**src/rtl/tone_bit_unpacker.sv**
```systemverilog
// Bit-field unpacker between the byte FIFO and the constellation encoder.
// Buffers FIFO bytes and returns 0..BMAX-bit fields LSB-first, one per request.
module tone_bit_unpacker #(
    parameter int DWIDTH = 8,
    parameter int BMAX   = 15,
    parameter int CW     = 4
) (
    input  logic              clk,
    input  logic              reset,
    input  logic              fifo_empty_i,
    input  logic [DWIDTH-1:0] fifo_data_i,
    output logic              fifo_re_o,
    input  logic              req_i,
    input  logic [CW-1:0]     nbits_i,
    input  logic              flush_i,
    output logic              ready_o,
    output logic [BMAX-1:0]   bits_o,
    output logic              bits_valid_o,
    output logic [4:0]        level_o
);

    localparam int BW = BMAX + DWIDTH - 1;
    localparam int LW = 5;
    localparam logic [BW-1:0] ONES = '1;

    typedef enum logic [1:0] {IDLE, FILL, CAPTURE} state_t;

    state_t          state_q, state_d;
    logic [BW-1:0]   acc_q, acc_d;
    logic [LW-1:0]   level_q, level_d;
    logic [CW-1:0]   req_n_q, req_n_d;
    logic [BMAX-1:0] bits_q, bits_d;
    logic            valid_q, valid_d;

    logic [CW-1:0]   n_eff;
    logic [CW-1:0]   take_n;
    logic [BW-1:0]   cap_acc, src_acc, mask;
    logic [LW-1:0]   cap_level, src_level;
    logic            emit;

    always_comb begin
        state_d   = state_q;
        acc_d     = acc_q;
        level_d   = level_q;
        req_n_d   = req_n_q;
        bits_d    = bits_q;
        valid_d   = 1'b0;
        fifo_re_o = 1'b0;
        emit      = 1'b0;

        n_eff     = (nbits_i > CW'(BMAX)) ? CW'(BMAX) : nbits_i;
        // The popped byte lands just above the bits already buffered.
        cap_acc   = acc_q | (BW'(fifo_data_i) << level_q);
        cap_level = level_q + LW'(DWIDTH);
        src_acc   = acc_q;
        src_level = level_q;
        take_n    = n_eff;

        unique case (state_q)
            IDLE: begin
                if (req_i) begin
                    if (level_q >= LW'(n_eff)) begin
                        emit = 1'b1;
                    end else begin
                        req_n_d = n_eff;
                        state_d = FILL;
                    end
                end
            end
            FILL: begin
                fifo_re_o = !fifo_empty_i;
                if (!fifo_empty_i) state_d = CAPTURE;
            end
            CAPTURE: begin
                src_acc   = cap_acc;
                src_level = cap_level;
                take_n    = req_n_q;
                if (cap_level >= LW'(req_n_q)) begin
                    emit    = 1'b1;
                    state_d = IDLE;
                end else begin
                    acc_d   = cap_acc;
                    level_d = cap_level;
                    state_d = FILL;
                end
            end
            default: state_d = IDLE;
        endcase

        mask = ~(ONES << take_n);
        if (emit) begin
            bits_d  = BMAX'(src_acc & mask);
            acc_d   = src_acc >> take_n;
            level_d = src_level - LW'(take_n);
            valid_d = 1'b1;
        end

        // Flush drops everything, including a byte captured this cycle.
        if (flush_i) begin
            state_d   = IDLE;
            acc_d     = '0;
            level_d   = '0;
            bits_d    = bits_q;
            valid_d   = 1'b0;
            fifo_re_o = 1'b0;
        end
        if (reset) fifo_re_o = 1'b0;
    end

    always_ff @(posedge clk) begin
        if (reset) begin
            state_q <= IDLE;
            acc_q   <= '0;
            level_q <= '0;
            req_n_q <= '0;
            bits_q  <= '0;
            valid_q <= 1'b0;
        end else begin
            state_q <= state_d;
            acc_q   <= acc_d;
            level_q <= level_d;
            req_n_q <= req_n_d;
            bits_q  <= bits_d;
            valid_q <= valid_d;
        end
    end

    assign ready_o      = (state_q == IDLE);
    assign bits_o       = bits_q;
    assign bits_valid_o = valid_q;
    assign level_o      = level_q;

endmodule

```
**config.mk**
```make
export PLATFORM = sky130hd
export DESIGN_NAME = tone_bit_unpacker
export DESIGN_NICKNAME = d
export VERILOG_FILES = /design/src/rtl/tone_bit_unpacker.sv
export SDC_FILE = /design/constraint.sdc
export NUM_CORES = 1
export LEC_CHECK = 0
export CELL_PAD_IN_SITES_DETAIL_PLACEMENT = 1
export CELL_PAD_IN_SITES_GLOBAL_PLACEMENT = 2
export CORE_MARGIN = 2
export CORE_UTILIZATION = 35
export DETAILED_ROUTE_END_ITERATION = 16
export PLACE_DENSITY = 0.9
export SLEW_MARGIN = 10
export SYNTH_ARGS = -nofsm -noshare
export SYNTH_HDL_FRONTEND = slang
export SYNTH_SLANG_ARGS = --single-unit
export TNS_END_PERCENT = 10
```
**constraint.sdc**
```tcl
create_clock -name clk -period 4.36 [get_ports clk]
set_input_delay 1.308 -clock clk [delete_from_list [all_inputs] [get_ports clk]]
set_output_delay 1.308 -clock clk [all_outputs]
set_load 0.05 [all_outputs]
```
Word-level counts from Yosys, hierarchy flattened
Cells that the tools add are included.
{"block": "totals", "word_cells": 56, "in_bits": 17, "output_inout_bits": 23, "ff_bits": 49}
{"block": "classes", "n_reduce_logical": 8, "n_eq_ne": 6, "addsub": 2, "bitwise_logic": 5, "mux": 23, "n_shift": 3, "n_lt_le_gt_ge": 3}
{"op": "two-way mux 22 bit", "n": 4}
{"op": "OR 22 bit", "n": 1}
{"op": "<< shifter 22 x 4 -> 15 bit, first input constant", "n": 1}
{"op": "<< shifter 8 x 5 -> 22 bit", "n": 1}
{"op": "right shift 22 x 4 -> 22 bit", "n": 1}
{"op": "two-way mux 5 bit", "n": 4}
{"op": "AND 15 bit", "n": 1}
{"op": "inverter 15 bit", "n": 1}
{"op": ">= comparator 5 x 4 -> 1 bit", "n": 2}
{"op": "two-way mux 1 bit", "n": 8}
{"op": "two-way mux 4 bit", "n": 2}
{"op": "!= test 2 bit, second input constant", "n": 4}
{"op": "two-way mux 2 bit", "n": 3}
{"op": "case mux 2 bit (3 select lines)", "n": 1}
{"op": "AND reduction 3 bit", "n": 2}
{"op": "adder 5 x 4 -> 5 bit, second input constant", "n": 1}
{"op": "subtractor 5 x 4 -> 5 bit", "n": 1}
{"op": "> comparator 4 bit, second input constant", "n": 1}
{"op": "AND reduction 2 bit", "n": 2}
{"op": "equality test 2 x 1 -> 1 bit, second input constant", "n": 1}
{"op": "equality test 2 bit, second input constant", "n": 1}
{"op": "logical NOT 2 bit", "n": 1}
{"op": "inverter 1 bit", "n": 2}
{"op": "case mux 1 bit (2 select lines)", "n": 1}
{"op": "3 further kinds", "n": 3}

Depth between registers and ports, before layout
{"block": "depth", "ltp_word": 8, "mapped_depth": 14, "mapped_depth_nobuf": 12}

Worst setup path after synthesis
OpenSTA, ideal clock, no wires.
{"block": "synth_path", "path_kind": "in2out", "from": "input port flush_i", "to": "output port fifo_re_o", "path_slack_ns": -0.395, "required_time_ns": 3.052, "path_stages": 3, "t_arrival_ns": 3.447, "n_path_buf": 1, "cell_sequence": "or2_0 > clkbuf_1 > nor4b_1"}
{"block": "synth_via", "elab_chain_cells": 2}
{"element": "start, declared", "line": "15", "rtl": "input logic flush_i,"}
{"element": "two-way mux 1 bit", "line": "99", "rtl": "if (flush_i) begin"}
{"element": "two-way mux 1 bit", "line": "107", "rtl": "if (reset) fifo_re_o = 1'b0;"}
{"element": "end, declared", "line": "12", "rtl": "output logic fifo_re_o,"}
No other way between the ends.

Final worst setup path
Ends and elaborated chain as after synthesis.

==> metrics.md <==
| Metric | Value |
|---|---|
| Fmax | 0.254 GHz |
| Syn nets | 654 |
| Gr usage total | 28.2% |
| Share of layout cells above drive strength 1 | 13.7% |
| Worst Path Arrival | 2.62 ns |
| Iteration-0 DRC count of the detailed router | 694 |
| Die area | 14400 um^2 |
| Async SR Flop Fraction | 0% |
| Clock H-tree levels | 2 |
| Deepest clock path buffer count | 2 |
| Die height | 120 um |
| Max Slew Vio Count | 0 |
| Routed vias | 5484 |
| Yosys cell types | 77 |
| Count leader, synth | a21oi_1 |
| Sw frac | 34.1% |
| CP Launch Point | flush_i |
| Io pins | 40 |
| Comb power frac | 25.4% |
| I/O Buffers | 39 |
| Start of the worst register-to-register path | level_o[1]$_SDFFE_PP0P_ |
| Worst slew pin tran | 1.04 ns |
| Post-route antenna net violation count | 0 |
| #FFs+latches synth | 49 |
| Worst-skew pair later-pin latency | 0.31 ns |
| Tmin final | 3.93 ns |
| Most frequent cells after synthesis | a21oi_1, nand2_1, nor2_1 |
| Final Cycle Share | 90.2% |
| Layout net count | 688 |
| Area post-placement | 5360 um^2 |
| Crit-path max FO | 5 |
| Gr ovfl total | 0 |
| Worst-path clk slew | 0.08 ns |
| Clk pwr share | 38.2% |
| Vias in the first global route | 5527 |
| DRC | 0 |
| Place WS | 0.326 ns |
| Total CTS buffers | 5 |
| Sequential area share after synthesis | 20.9% |
| Area share of the largest cell type after synthesis | 20.9% |
| Crit-path max cell delay | 0.47 ns |
| Fin worst setup slack | 0.428 ns |
| Routed wire length per instance | 24.3 um |
| CP top delay family | buffers and inverters |
| Syn Area/Cell | 7.52 um^2 |
| Global-route wire length before repair | 31300 um |
| Unrepaired setup endpoints after global routing | false |
| Synth warnings | 0 |
| Post-route cell area | 5530 um^2 |
| Max-slew headroom | 30.8% |
| Net Switching | 436 uW |
| Final Skew | 0.0112 ns |
| Internal Power | 843 uW |
| Pre-antenna DRT Iters | 5 |
| Total Power | 1.28 mW |
| Setup TNS | 0 ns |
| Sink Count | 49 |
| CTS root buffer | clkbuf_16 |
| Largest cells by area after synthesis | dfxtp_1, a21oi_1, nand2_1 |
| CP max-delay cell | clkdlybuf4s50_1 |
| Post-CTS resize count | 0 |
| Crit path buf inv count | 2 |
| CTS Hold Buffers Added | 0 |
| Synthesis-to-finish area growth | 17.8% |
| Largest net degree at the start of global routing | 39 |
| Critical Path RT | 3.05 ns |
| Die Wd | 120 um |
| Peak VDD IR | 0.133 mV |
| Number of synthesized flops with an enable pin | 0 |
| TritonCTS clock tree | built |
| Hold Path Class | flip-flop to flip-flop |
| Max Cap Violations | 0 |
| FP Rows | 42 |
| ANT cells | 0 |
| Setup CP Type | primary input to primary output |
| Synthesized area | 4690 um^2 |
| DP HPWL | 15200 um |
| Critical Path Source Type | primary input |
| Via-per-instance ratio | 6.57 |
| Setup repair bufs after CTS | 0 |
| Post-synth top area cell | dfxtp_1 |
| Status | finished clean |
| Power density over the cells | 231 nW/um^2 |
| Hold WS | 0.460 ns |
| Initial core utilization | 35.6% |
| Hold Path Origin | bits_o[14]$_SDFFE_PP0P_ |
| Final GP Congestion | 1.01 |
| Seq pwr share | 36.3% |
| Ys flop type | dfxtp_1 |
| Leak | 1.90 nW |
| Final Routed Wirelength | 20300 um |
| Critical Path Sink Type | primary output |
| Initial antenna violation count | 0 |
| CP Cell Sequence | clkdlybuf4s50_1 > or2_0 > nor4b_2 > buf_12 |
| # setup viols final | 0 |
| Final hold vios | 0 |
| Syn Inst Count | 624 |
| Core area | 13200 um^2 |
metal layers:
layer | vias to the layer above | global-route usage [%] | part of all wire [%]
met5 | - | 0 | 0
met3 | 81 | 5.99 | 8.2
met2 | 295 | 44.2 | 45
li1 | 2441 | - | -
met4 | 0 | 13.7 | 5.3
met1 | 2667 | 36.9 | 41
power by group through the flow:
stage	Combinational, mW	Clock, mW	Sequential [mW]
after floorplan	0.201	0	0.473
after global placement	0.309	0	0.474
after detailed placement	0.315	0	0.475
after CTS	0.317	0.489	0.464
after global routing	0.346	0.509	0.466
final	0.325	0.489	0.464
final timing paths:
| path | end | slack, ns | cells past startpoint |
|---|---|---|---|
| setup / recovery | fifo_re_o | 0.43 | 4 |
| hold / removal | bits_o[14]$_SDFFE_PP0P_ | 0.46 | 2 |
| setup reg to reg | acc_q[8]$_SDFFE_PP0P_ | 0.99 | 8 |
| hold reg to reg | bits_o[14]$_SDFFE_PP0P_ | 0.46 | 2 |
stage by stage:
stage               std cells  util [%]
floorplan                 624         -
global placement          827      40.6
detailed placement        827      40.6
CTS                       835      41.9
global route              835      41.9
finish                    835      41.9
sequential cells by signal, indices dropped and copies added, names as in the netlist:
name          flops
state_q           2
level_o           5
bits_o           15
req_n_q           4
acc_q            22
bits_valid_o      1
cell type report:
type	count	area, um^2
clock buffers	5	125
clock inverters	3	43.8
fillers	1614	7660
inverters	21	78.8
multi-input cells	504	3400
flip-flops and latches	49	981
well taps	176	220
repair buffers	77	686
cell families after synthesis:
group / after synthesis / share of synthesized area [%]
multiplexers: 31 / 9.19
AO/OA/AOI/OAI: 252 / 36.9
AND/OR/NAND/NOR: 204 / 21.6
XOR/XNOR: 4 / 0.746
flip-flops: 49 / 20.9
buffers and inverters: 71 / 7.09
adder cells (fa/ha/maj): 13 / 3.62
placed cells by master (no fill, tap or decap), types with 15 or more instances in the layout:
cell type and instances:
a211oi_1 20, a21oi_1 74, buf_4 38, clkdlybuf4s50_1 38
dfxtp_1 49, inv_1 18, mux2i_1 15, nand2_1 61
nand3_1 19, nor2_1 56, o211ai_1 17, o21ai_0 31
tightest hold or removal path, stage by stage, from the launching register on:
cell and delay [ns]:
dfxtp_1 0.32, nand2_1 0.05, a21oi_1 0.05
No activity file was read; power rests on OpenSTA's default activity.
==> variant (config.mk and constraints unchanged) <==
`BMAX`: 15 -> 30.
--- a/src/rtl/tone_bit_unpacker.sv
+++ b/src/rtl/tone_bit_unpacker.sv
@@ -2,7 +2,7 @@
 // Buffers FIFO bytes and returns 0..BMAX-bit fields LSB-first, one per request.
 module tone_bit_unpacker #(
     parameter int DWIDTH = 8,
-    parameter int BMAX   = 15,
+    parameter int BMAX   = 30,
     parameter int CW     = 4
 ) (
     input  logic              clk,
Ports: changed (resized bits_o); port bits go from 40 to 55. The function was not compared with the original's and may differ.
==> variant against the unedited design <==
Power rose by 53%; worst setup slack got worse by 0.25 ns; via count rose by 42%; worst hold slack improved by 0.0051 ns; cell area rose by 40%; routed wire length rose by 46%; maximum frequency fell by 6.1%; register-to-register slack got worse by 0.32 ns; core utilization fell by 0.20 points; sequential share of layout area fell by 1.2 points; clock skew fell by 0.0032 ns; sequential cell count rose by 15; area after synthesis rose by 40%; largest cell class unchanged; highest routed layer unchanged.
==> variant: results (changes against the unedited design) <==
instance count of the mapped netlist - 899 (+44%)
crit path max fanout - 8 (+3)
Seq/Total Area, Yosys - 19.5% (-1.4 points)
CP max stage cell - mux4_2
Placement Cell Area - 0.00745 mm2 (+39%)
top cells by area in the synthesized netlist - dfxtp_1 (19%), a21oi_1 (8.2%), nor2_1 (5.3%)
clock network power - 788 uW (+61%)
Pint - 1270 uW (+51%)
max reg flops - 37 (+68%)
VDD IR max - 0.174 mV (+30%)
DR vias/cell - 6.56 (about the same)
share of layout cells above drive strength 1 - 14.2% (+0.55 points)
Iteration-0 DRC Markers - 996 (+44%)
crit-path leading delay family - compound AO/OA/AOI/OAI gates
hpwl dp - 21900 um (+44%)
synth unique cells - 99 (+29%)
TritonCTS Buffers - 9 (+4)
Starting Density - 35.4% (-0.17 points)
Tot GR Track Use - 29.8% (+1.6 points)
Leak - 0.00280 uW (+48%)
vias in the first global route - 7642 (+38%)
worst slew pin tran - 1.11 ns (+0.0763 ns)
Clock Skew - 0.00804 ns (-0.00316 ns)
first-pass GRT wire length - 45700 um (+46%)
largest net degree at the start of global routing - 46 (+18%)
H-tree depth - 3 (+1)
crit path DAT - 4.43 ns (+1.81 ns)
Fill cells - 2293 (+42%)
status - finished clean
[variant: cell types whose count changed in the layout (fill, tap and decap cells not counted), sizes merged, moves of 15 or more]
cell,delta
nor2,+36
o21ai,+35
a21oi,+33
buf,+33
a31oi,+23
mux2i,+18
nand2,+17
conb,+15
dfxtp,+15
[variant: tightest hold or removal path: stages, from the launching register on]
cell	delay, ns
dfxtp_1	0.31
nand2_1	0.05
a21oi_1	0.05
[variant: kinds of logic after synthesis]
family | count (synthesis) | synth area share (%)
AO/OA/AOI/OAI | 349 | 35.2
AND/OR/NAND/NOR | 306 | 23.1
buffers and inverters | 107 | 8.33
flip-flops | 64 | 19.5
multiplexers | 55 | 10.7
adder cells (fa/ha/maj) | 13 | 2.59
XOR/XNOR | 4 | 0.532
other | 1 | 0.0570
[variant: path summary, 6_finish.rpt]
check,start,end,slack [ns]
worst max-delay path,fifo_data_i[3],acc_q[2]$_SDFFE_PP0P_,0.17
worst min register to register,bits_o[13]$_SDFFE_PP0P_,bits_o[13]$_SDFFE_PP0P_,0.47
worst min-delay path,bits_o[13]$_SDFFE_PP0P_,bits_o[13]$_SDFFE_PP0P_,0.47
worst max register to register,level_o[2]$_SDFFE_PP0P_,acc_q[2]$_SDFFE_PP0P_,0.67
[variant: layout make-up]
class / count / area share [%]
sequential: 64 / 16.5
clock buffer: 11 / 3.00
clock inverter: 4 / 0.904
multi-input combinational: 742 / 62.2
inverter: 19 / 0.920
tap: 234 / 3.78
timing repair buffer: 110 / 12.7
[variant: metal layers]
layer  GRT usage [%]  vias up  share of wire (%)
li1                -     3463                  -
met1            40.0     3815                 42
met2            48.0      400                 46
met3            3.60       94                7.6
met4            13.6        0                4.7
met5               0        -                  0
